--- config.mk ---
export PLATFORM = sky130hd
export DESIGN_NAME = vc_switch_arbiter
export DESIGN_NICKNAME = d
export VERILOG_FILES = /design/src/rtl/vc_switch_arbiter_pkg.sv /design/src/rtl/vc_switch_arbiter_rr_arbiter.sv /design/src/rtl/vc_switch_arbiter.sv
export SDC_FILE = /design/constraint.sdc
export NUM_CORES = 1
export LEC_CHECK = 0
export CAP_MARGIN = 10
export CORE_AREA = 5 5 91 93
export CTS_CLUSTER_SIZE = 28
export DETAILED_ROUTE_END_ITERATION = 7
export DIE_AREA = 0 0 96 98
export PLACE_DENSITY = 0.84
export SETUP_SLACK_MARGIN = 0.05
export SYNTH_ARGS = -nofsm -noshare
export SYNTH_HDL_FRONTEND = slang
export SYNTH_HIERARCHICAL = 1
export SYNTH_SLANG_ARGS = --single-unit
export TNS_END_PERCENT = 50
--- constraint.sdc ---
create_clock -name clk -period 4.2 [get_ports clk]
set_clock_uncertainty 0.05 [all_clocks]
set_input_delay 0.84 -clock clk [delete_from_list [all_inputs] [get_ports clk]]
set_output_delay 0.84 -clock clk [all_outputs]
set_load 0.02 [all_outputs]
--- src/rtl/vc_switch_arbiter_pkg.sv ---
`default_nettype none
// ---------------------------------------------------------------------------
// vc_switch_arbiter_pkg : flit encodings, defaults and FSM state type
// Revision: 1.0
// ---------------------------------------------------------------------------
package vc_switch_arbiter_pkg;

  localparam int FLIT_DATA_W     = 16;
  localparam int NUM_VC_DEF      = 4;
  localparam int VC_CREDIT_DEPTH = 8;
  localparam int FLIT_TYPE_MSB   = FLIT_DATA_W - 1;

  localparam logic [1:0] FLIT_TYPE_BODY   = 2'b00;
  localparam logic [1:0] FLIT_TYPE_HEAD   = 2'b01;
  localparam logic [1:0] FLIT_TYPE_TAIL   = 2'b10;
  localparam logic [1:0] FLIT_TYPE_SINGLE = 2'b11;

  typedef enum logic [0:0] {
    ST_IDLE   = 1'b0,
    ST_LOCKED = 1'b1
  } arb_state_e;

  // HEAD and SINGLE share bit 0; TAIL and SINGLE share bit 1.
  function automatic logic is_head_type(input logic [1:0] t);
    return t[0];
  endfunction

endpackage
`default_nettype wire

--- src/rtl/vc_switch_arbiter_rr_arbiter.sv ---
`default_nettype none
// ---------------------------------------------------------------------------
// rr_arbiter : combinational round-robin select, search starts after ptr
// Revision: 1.0
// ---------------------------------------------------------------------------
module rr_arbiter #(
  parameter int NUM_VC  = 4,
  parameter int VC_ID_W = 2
) (
  input  logic [NUM_VC-1:0]  req,
  input  logic [VC_ID_W-1:0] ptr,
  output logic [NUM_VC-1:0]  grant,
  output logic [VC_ID_W-1:0] grant_idx,
  output logic               grant_valid
);

  logic [VC_ID_W-1:0] cand;

  // k == NUM_VC wraps back to ptr itself, so the last holder is lowest priority.
  always_comb begin
    grant_valid = 1'b0;
    grant_idx   = '0;
    cand        = '0;
    for (int k = 1; k <= NUM_VC; k++) begin
      cand = ptr + VC_ID_W'(k);
      if (!grant_valid && req[cand]) begin
        grant_valid = 1'b1;
        grant_idx   = cand;
      end
    end
    grant = grant_valid ? (NUM_VC'(1) << grant_idx) : '0;
  end

endmodule
`default_nettype wire

--- src/rtl/vc_switch_arbiter.sv ---
`default_nettype none
// ---------------------------------------------------------------------------
// vc_switch_arbiter : wormhole VC-to-link mux with per-VC downstream credits
// Revision: 1.0
// ---------------------------------------------------------------------------
module vc_switch_arbiter
  import vc_switch_arbiter_pkg::*;
#(
  parameter int NUM_VC       = NUM_VC_DEF,
  parameter int VC_ID_W      = 2,
  parameter int CREDIT_DEPTH = VC_CREDIT_DEPTH,
  parameter int CREDIT_W     = 4,
  parameter int DATA_WIDTH   = FLIT_DATA_W
) (
  input  logic                         clk,
  input  logic                         rst,
  input  logic [NUM_VC*DATA_WIDTH-1:0] in_data,
  input  logic [NUM_VC-1:0]            in_valid,
  output logic [NUM_VC-1:0]            in_ready,
  output logic [DATA_WIDTH-1:0]        out_data,
  output logic [VC_ID_W-1:0]           out_vc_id,
  output logic                         out_valid,
  input  logic                         out_ready,
  input  logic [NUM_VC-1:0]            credit_in,
  output logic                         busy,
  output logic                         err
);

  arb_state_e            state_q, state_d;
  logic [VC_ID_W-1:0]    lock_vc_q, lock_vc_d;
  logic [VC_ID_W-1:0]    rr_ptr_q, rr_ptr_d;
  logic [CREDIT_W-1:0]   credit_q [NUM_VC];
  logic [CREDIT_W-1:0]   credit_d [NUM_VC];
  logic [DATA_WIDTH-1:0] out_data_q, out_data_d;
  logic [VC_ID_W-1:0]    out_vc_id_q, out_vc_id_d;
  logic                  out_valid_q, out_valid_d;
  logic                  err_q, err_d;

  logic                  slot_free;
  logic [1:0]            ftype [NUM_VC];
  logic [NUM_VC-1:0]     elig;
  logic [NUM_VC-1:0]     head_req;
  logic [NUM_VC-1:0]     bad_idle;
  logic [NUM_VC-1:0]     arb_grant;
  logic [VC_ID_W-1:0]    arb_idx;
  logic                  arb_valid;
  logic [VC_ID_W-1:0]    sel_vc;
  logic                  fsm_err;
  logic                  credit_err;

  assign slot_free = !out_valid_q || out_ready;

  always_comb begin
    for (int i = 0; i < NUM_VC; i++) begin
      ftype[i]    = in_data[i*DATA_WIDTH + DATA_WIDTH - 1 -: 2];
      elig[i]     = in_valid[i] && (credit_q[i] != '0) && slot_free;
      head_req[i] = elig[i] && is_head_type(ftype[i]);
      bad_idle[i] = in_valid[i] && !is_head_type(ftype[i]);
    end
  end

  rr_arbiter #(
    .NUM_VC  (NUM_VC),
    .VC_ID_W (VC_ID_W)
  ) u_rr_arbiter (
    .req         (head_req),
    .ptr         (rr_ptr_q),
    .grant       (arb_grant),
    .grant_idx   (arb_idx),
    .grant_valid (arb_valid)
  );

  always_comb begin
    state_d   = state_q;
    lock_vc_d = lock_vc_q;
    rr_ptr_d  = rr_ptr_q;
    in_ready  = '0;
    sel_vc    = lock_vc_q;
    fsm_err   = 1'b0;
    case (state_q)
      ST_IDLE: begin
        in_ready = arb_grant;
        sel_vc   = arb_idx;
        fsm_err  = |bad_idle;
        if (arb_valid) begin
          rr_ptr_d = arb_idx;
          if (ftype[arb_idx] == FLIT_TYPE_HEAD) begin
            state_d   = ST_LOCKED;
            lock_vc_d = arb_idx;
          end
        end
      end
      ST_LOCKED: begin
        in_ready[lock_vc_q] = elig[lock_vc_q];
        // A stray HEAD/SINGLE mid-packet is forwarded and closes the packet.
        if (elig[lock_vc_q] && ftype[lock_vc_q] != FLIT_TYPE_BODY) begin
          state_d = ST_IDLE;
          fsm_err = is_head_type(ftype[lock_vc_q]);
        end
      end
      default: state_d = ST_IDLE;
    endcase
  end

  always_comb begin
    out_valid_d = out_valid_q && !out_ready;
    out_data_d  = out_data_q;
    out_vc_id_d = out_vc_id_q;
    if (|in_ready) begin
      out_valid_d = 1'b1;
      out_data_d  = in_data[sel_vc*DATA_WIDTH +: DATA_WIDTH];
      out_vc_id_d = sel_vc;
    end
  end

  // Credits debit on acceptance into the output register, not at link handshake.
  always_comb begin
    credit_err = 1'b0;
    for (int i = 0; i < NUM_VC; i++) begin
      credit_d[i] = credit_q[i];
      case ({credit_in[i], in_ready[i]})
        2'b10: begin
          if (credit_q[i] == CREDIT_W'(CREDIT_DEPTH)) credit_err = 1'b1;
          else credit_d[i] = credit_q[i] + 1'b1;
        end
        2'b01:   credit_d[i] = credit_q[i] - 1'b1;
        default: credit_d[i] = credit_q[i];
      endcase
    end
    err_d = err_q || fsm_err || credit_err;
  end

  always_ff @(posedge clk) begin
    if (rst) begin
      state_q     <= ST_IDLE;
      lock_vc_q   <= '0;
      rr_ptr_q    <= '0;
      out_data_q  <= '0;
      out_vc_id_q <= '0;
      out_valid_q <= 1'b0;
      err_q       <= 1'b0;
      for (int i = 0; i < NUM_VC; i++) credit_q[i] <= CREDIT_W'(CREDIT_DEPTH);
    end else begin
      state_q     <= state_d;
      lock_vc_q   <= lock_vc_d;
      rr_ptr_q    <= rr_ptr_d;
      out_data_q  <= out_data_d;
      out_vc_id_q <= out_vc_id_d;
      out_valid_q <= out_valid_d;
      err_q       <= err_d;
      for (int i = 0; i < NUM_VC; i++) credit_q[i] <= credit_d[i];
    end
  end

  assign out_data  = out_data_q;
  assign out_vc_id = out_vc_id_q;
  assign out_valid = out_valid_q;
  assign busy      = (state_q == ST_LOCKED);
  assign err       = err_q;

endmodule
`default_nettype wire

### Word-level counts from Yosys, hierarchy flattened

Memory sizes are Yosys's and may differ from the RTL's.
Cells that the tools add are included.

| word-level totals | value |
|---|---|
| input bits | 75 |
| memories | 1 |
| register bits after elaboration | 25 |
| RAM bits | 16 |
| output and inout bits | 25 |

| operators by class | value |
|---|---|
| order comparisons | 8 |
| multiplexer cells | 59 |
| reductions and logical operators | 43 |
| add/subtract/negate cells | 11 |
| eq/ne operators | 13 |
| bitwise logic cells | 8 |
| shift operators | 2 |

Memory list:

| memory | words | bits a word | rd ports | clocked after memory_dff | write ports | RTL line | text |
|---|---|---|---|---|---|---|---|
| credit_q | 4 | 4 | 4 | 0 | 4 | vc_switch_arbiter.sv:32 | `logic [CREDIT_W-1:0] credit_q [NUM_VC];` |

Operators by type and width:

| kind | number |
|---|---|
| 64-bit by 7-bit indexed part select with 16-bit output | 1 |
| 4-bit one-hot mux with 2 select lines | 5 |
| 4-bit two-way mux | 9 |
| 1-bit two-way mux | 26 |
| 1-bit logical AND | 22 |
| 2-bit two-way mux | 9 |
| 4-bit by 1-bit adder with 4-bit output (second input constant) | 4 |
| 4-bit equality test (second input constant) | 4 |
| 4-bit nonzero test | 4 |
| 4-bit by 1-bit subtractor with 4-bit output (second input constant) | 4 |
| 2-bit by 3-bit < comparator with 1-bit output (second input constant) | 5 |
| 1-bit binary-select mux with 2-bit select | 5 |
| 2-bit by 1-bit equality test with 1-bit output (second input constant) | 5 |
| 1-bit zero test | 9 |
| 2-bit binary-select mux with 2-bit select | 2 |
| 2-bit equality test (second input constant) | 4 |
| 4-bit OR reduction | 2 |
| 3-bit >= comparator (second input constant) | 2 |
| 2-bit inverter with 3-bit output | 2 |
| 2-bit adder (second input constant) | 2 |
| 4-bit AND | 1 |
| 1-bit OR | 4 |
| 1-bit one-hot mux with 2 select lines | 2 |
| 1-bit by 2-bit left shift with 4-bit output (first input constant) | 1 |
| 8 further kinds | 10 |

### Depth between registers and ports, before layout

Gate-level depths: netlist of the first run.

| logic depth | value |
|---|---|
| depth after elaboration | 28 |
| mapped depth | 18 |
| depth with buffers taken out | 16 |

### Modules after synthesis

Netlist of the first run, hierarchy kept.

By module, submodules not included:

| module | cells each | times used | area an instance (sq um) |
|---|---|---|---|
| vc_switch_arbiter | 320 | 1 | 2975.4 |
| rr_arbiter | 30 | 1 | 201.4 |

### Least setup slack after synthesis of the first run

OpenSTA, ideal clock, no wires.

| timing path | value |
|---|---|
| path kind | input port to flip-flop |
| from | input out_ready |
| to | memory credit_q[1][3] |
| path slack | 0.227 ns |
| arrival | 3.794 ns |
| cell stages on the path | 15 |
| path buffers | 2 |
| required time | 4.021 ns |
| cell sequence | nor2b_1 -> nor3_1 -> and2_1 -> buf_4 -> nor2_1 -> a21o_2 -> a32o_1 -> nor2b_1 -> o21ba_2 -> clkbuf_1 -> ha_1 -> a21o_1 -> a21oi_1 -> nor4b_1 -> nor4_1 |

RTL lines:

| what | RTL line | text |
|---|---|---|
| start, declared | vc_switch_arbiter.sv:23 | `input logic out_ready,` |
| end, declared | vc_switch_arbiter.sv:32 |  |

### Final worst setup path of the first run

| timing path | value |
|---|---|
| from | input in_valid[1] |
| to | output in_ready[0] |

| between the ends | value |
|---|---|
| longest elaborated chain between the ends | 18 |

RTL lines:

| what | RTL line | text |
|---|---|---|
| start, declared | vc_switch_arbiter.sv:18 | `input logic [NUM_VC-1:0] in_valid,` |
| 1-bit logical AND * (2 in a row) | vc_switch_arbiter.sv:56 | `elig[i] = in_valid[i] && (credit_q[i] != '0) && slot_free;` |
| 1-bit logical AND * | vc_switch_arbiter.sv:57 | `head_req[i] = elig[i] && is_head_type(ftype[i]);` |
| via head_req[1] | vc_switch_arbiter.sv:42 | `logic [NUM_VC-1:0] head_req;` |
| 1-bit binary-select mux with 2-bit select | vc_switch_arbiter_rr_arbiter.sv:26 | `if (!grant_valid && req[cand]) begin` |
| 1-bit two-way mux (not written as such) | vc_switch_arbiter_rr_arbiter.sv:26 |  |
| 1-bit two-way mux | vc_switch_arbiter_rr_arbiter.sv:26 |  |
| 1-bit zero test | vc_switch_arbiter_rr_arbiter.sv:26 |  |
| 1-bit logical AND | vc_switch_arbiter_rr_arbiter.sv:26 |  |
| (+3 left out) | -- |  |
| 1-bit two-way mux | vc_switch_arbiter_rr_arbiter.sv:26 |  |
| 1-bit zero test | vc_switch_arbiter_rr_arbiter.sv:26 |  |
| 1-bit logical AND | vc_switch_arbiter_rr_arbiter.sv:26 |  |
| 2-bit two-way mux | vc_switch_arbiter_rr_arbiter.sv:26 |  |
| 1-bit by 2-bit left shift with 4-bit output | vc_switch_arbiter_rr_arbiter.sv:31 | `grant = grant_valid ? (NUM_VC'(1) << grant_idx) : '0;` |
| 4-bit two-way mux * | vc_switch_arbiter_rr_arbiter.sv:31 |  |
| via arb_grant[0] | vc_switch_arbiter.sv:44 | `logic [NUM_VC-1:0] arb_grant;` |
| 4-bit one-hot mux with 2 select lines * | vc_switch_arbiter.sv:80 | `case (state_q)` |
| end, declared | vc_switch_arbiter.sv:19 | `output logic [NUM_VC-1:0] in_ready,` |

The timed path passes the listed nets; every way through them passes the cells marked *. The select of a mux whose other input is x is not followed.

==> summary.md, run 1 <==
| Metric | Value |
|---|---|
| Crit start category | `input port` |
| FMAX | `245 MHz` |
| R2r worst-path depth | `17` |
| Worst-path clk slew | `~0.09 ns` |
| Synth Net Count | `around 440` |
| Max H-tree Level | `2` |
| Number of nets with antenna violations after routing | `0` |
| CTS Buffer Depth | `2` |
| Ys Warns | `6` |
| Category of the worst setup path capture point | `primary output` |
| Setup repair after global routing missed its margin | `yes` |
| Sum Neg Setup Slack | `0 ns` |
| Launch instance of the worst min-delay path | `out_data[9]$_SDFFE_PP0P_` |
| Worst endpoint required time | `3.31 ns` |
| Class of the tightest hold or removal check | `flip-flop to flip-flop` |
| Share of post-route cells with drive strength above 1 | `18.5%` |
| Number of cells traversed by the worst hold path | `2` |
| Antenna cell count | `0` |
| Most used flip-flop cell after synthesis | `sky130_fd_sc_hd__dfxtp_1` |
| Worst path arrival time | `about 3.2 ns` |
| Post-DR vias/cell | `5.83` |
| Finish-stage setup viols | `0` |
| Seq cells post-synth | `41` |
| Total vias in the final route | `3279` |
| Wire length of the first global-routing pass | `15.9 mm` |
| Total half-perimeter wirelength after legalization and detailed placement | `around 7.5 mm` |
| Worst reg2reg setup slack | `around 0.60 ns` |
| Critical path launch point | `in_valid[1]` |
| Total clock buffers created by CTS | `5` |
| Die outline height | `98 um` |
| End-of-flow core utilization | `61.1%` |
| Largest cells by area after synthesis | `sky130_fd_sc_hd__dfxtp_1, sky130_fd_sc_hd__mux4_2, sky130_fd_sc_hd__a21oi_1` |
| Chip width | `~96 um` |
| Status | `finished, final reports clean` |
| Std cell rows | `32` |
| Fin nets | `546` |
| Worst Tran Pin Value | `0.896 ns` |
| Worst reg2reg endpoint | `credit_q[2][3]$_SDFFE_PP1P_` |
| Proportion of netlist area held by the largest area contributor | `25.8%` |
| Area growth syn-to-layout | `43.2%` |
| Final hold vios | `0` |
| Final cell count without fillers | `562` |
| LEAKAGE | `approximately 1.8 nW` |
| Initial core utilization | `roughly 43%` |
| Weighted congestion reported at the end of routability-driven placement | `around 0.87` |
| Cell type with the highest aggregate area in the netlist | `sky130_fd_sc_hd__dfxtp_1` |
| Origin of the critical flop-to-flop path | `credit_q[3][0]$_SDFFE_PP0P_` |
| First DRT Iteration DRCs | `around 270` |
| Final worst-path cycle share | `97.1%` |
| Sequential area share after synthesis | `25.8%` |
| Aggregate global routing overflow | `0` |
| Max FO, Critical Path | `8` |
| Post-CTS Setup Bufs | `0` |
| Crit Path Category | `input port to primary output` |
| Post-synthesis cell count | `350` |
| DR DRC count | `0` |
| Clock root cell | `sky130_fd_sc_hd__clkbuf_8` |
| Final-report max-slew violation count | `0` |
| Cell count after placement | `approximately 550` |
| Initial antenna violation count | `0` |
| CTS tree | `yes` |
| IR drop worst, VDD | `0.226 mV` |
| Die ar. | `9410 sq um` |
| Mapped cell area | `3180 sq um` |
| P per Cell Area | `486 nW/um^2` |
| Number of distinct library cells after synthesis | `69` |
| Wire per inst | `~17 um` |
| Proportion of synthesized flip-flops having asynchronous set or reset | `0%` |
| Number of flops mapped to enable cells by yosys | `0` |
| Area of all sequential standard cells | `between 800 and 900 sq um` |
| Number of maximum-capacitance constraint violations | `0` |
| Global-route usage over all layers | `between 20% and 30%` |
| I/O pin count | `100` |
| Count of input and output buffers | `99` |
| Area of the placeable core | `around 7400 sq um` |
| Worst Hold Margin | `0.422 ns` |
| Final Critical Period | `~4 ns` |
| Fill cell total of the finished layout | `627` |
| Sinks on Clock Net | `41` |
| Relative slew slack | `39.1%` |
| Worst Setup Slack post-DPL | `-0.0832 ns` |
| Maximum number of pins on one net before global-route repair | `31` |
| Area of combinational cells with multiple inputs | `2180 sq um` |
| Mean instance size in the synthesized netlist | `approximately 9 sq um` |
| Clock latency on the worst-skew pair | `about 0.3 ns` |
| First drt pass iteration count | `5` |
| Number of global-route vias before repair | `3277` |
| Final wirelength | `9.75 mm` |
| PnR worst setup slack | `roughly 0.12 ns` |
| Min-Delay Endpoint | `out_data[9]$_SDFFE_PP0P_` |
synth_stat cells, drive strengths merged (3+ instances only):
cell	n
nor3	11
nor4b	4
inv	22
nor2	28
nand2	7
nand4	5
a21o	8
o41ai	4
nor4	4
xnor2	6
and3	3
fa	4
o21a	3
ha	8
buf	12
mux4	16
o41a	4
and3b	3
mux2i	11
a31oi	3
nand3	19
a21oi	25
nand2b	9
clkbuf	11
nor2b	9
dfxtp	41
o21ai	22
a211oi	8
worst max-delay path: stages:
cell	delay [ns]
sky130_fd_sc_hd__clkdlybuf4s50_1	0.51
sky130_fd_sc_hd__o41a_1	0.25
sky130_fd_sc_hd__and3_2	0.30
sky130_fd_sc_hd__nor2b_1	0.19
sky130_fd_sc_hd__nor2_1	0.06
sky130_fd_sc_hd__o221a_2	0.25
sky130_fd_sc_hd__nand2b_1	0.12
sky130_fd_sc_hd__o41ai_4	0.11
sky130_fd_sc_hd__clkdlybuf4s50_1	0.57
per-layer routing:
metal | wire, um | GRT usage [%] | vias to the layer above
met2 | 4800 | 34.9 | 127
li1 | - | - | 1549
met1 | 3930 | 26.9 | 1581
met3 | 819 | 4.24 | 22
met4 | 201 | 5.80 | 0
met5 | 0 | 0 | -
flip-flops by register name, summed over array words and instances (netlist names):
name	count
out_vc_id	2
busy	1
out_valid	1
out_data	16
lock_vc_q	2
rr_ptr_q	2
err	1
credit_q	16
per-stage QoR:
stage          cell area (sq um)  power [W]
2_1_floorplan               3180    0.00139
3_3_place_gp                4400    0.00177
6_report                    4550    0.00221
4_1_cts                     4540    0.00222
5_1_grt                     4550    0.00237
3_5_place_dp                4400    0.00182
report_power, final:
group          total [W]  switching [W]  leakage, nW  internal (W)
registers       0.000620       0.000124        0.337      0.000496
clock network   0.000395       0.000156       0.0687      0.000239
logic            0.00120       0.000594         1.37      0.000602
total            0.00221       0.000874         1.78       0.00134
worst max path at each step:
stage | slack (ns) | end
2_1_floorplan | 0.23 | credit_q[1][3]$_SDFFE_PP1P_
3_3_place_gp | 0.005 | in_ready[1]
3_5_place_dp | -0.08 | credit_q[2][3]$_SDFFE_PP1P_
4_1_cts | 0.07 | in_ready[2]
5_1_grt | 0.01 | in_ready[0]
6_report | 0.12 | in_ready[0]
kinds of logic (layout without fill, tap and decap cells):
family / Yosys count / in the layout / share of synthesized area, %
fa+ha+maj: 12 / 12 / 5.67
flops: 41 / 41 / 25.8
compound gates: 101 / 101 / 24.1
simple gates: 117 / 117 / 21.3
buf+inv: 45 / 155 / 6.30
xor+xnor: 7 / 7 / 1.93
mux: 27 / 27 / 14.9
placed cells by master, fill, tap and decap left out, types with 3 or more instances in the layout:
cell,n
sky130_fd_sc_hd__a211oi_1,8
sky130_fd_sc_hd__a21o_1,6
sky130_fd_sc_hd__a21oi_1,25
sky130_fd_sc_hd__a31oi_1,3
sky130_fd_sc_hd__and3b_1,3
sky130_fd_sc_hd__buf_4,25
sky130_fd_sc_hd__clkbuf_8,5
sky130_fd_sc_hd__clkdlybuf4s50_1,96
sky130_fd_sc_hd__dfxtp_1,41
sky130_fd_sc_hd__fa_1,4
sky130_fd_sc_hd__ha_1,8
sky130_fd_sc_hd__inv_1,21
sky130_fd_sc_hd__mux2i_1,9
sky130_fd_sc_hd__mux4_2,16
sky130_fd_sc_hd__nand2_1,7
sky130_fd_sc_hd__nand2b_1,8
sky130_fd_sc_hd__nand3_1,19
sky130_fd_sc_hd__nand4_1,5
sky130_fd_sc_hd__nor2_1,28
sky130_fd_sc_hd__nor2b_1,9
sky130_fd_sc_hd__nor3_1,10
sky130_fd_sc_hd__nor4_1,3
sky130_fd_sc_hd__nor4b_1,4
sky130_fd_sc_hd__o21a_1,3
sky130_fd_sc_hd__o21ai_0,12
sky130_fd_sc_hd__o21ai_2,10
sky130_fd_sc_hd__o41a_1,3
sky130_fd_sc_hd__xnor2_1,6
timing repair:
item,CTS,global route
hold buffers,0,0
endpoints found under the setup margin,2,6
gates resized for setup,2,6
endpoints found under the hold margin,0,0
area by class of cell:
| type | instances | area share [%] |
|---|---|---|
| multi-input cells | 264 | 47.9 |
| clock inverters | 3 | 1.51 |
| well taps | 102 | 2.81 |
| inverters | 22 | 1.82 |
| flip-flops and latches | 41 | 18.0 |
| clock buffers | 5 | 1.51 |
| repair buffers | 125 | 26.4 |
Power figures use the tool's default switching activity.
==> inputs of run 2 (changes only) <==
- HOLD_SLACK_MARGIN: default -> 0.1
==> results of run 2 <==
Same layout as run 1: the final DEF is identical, and so are final timing and power.
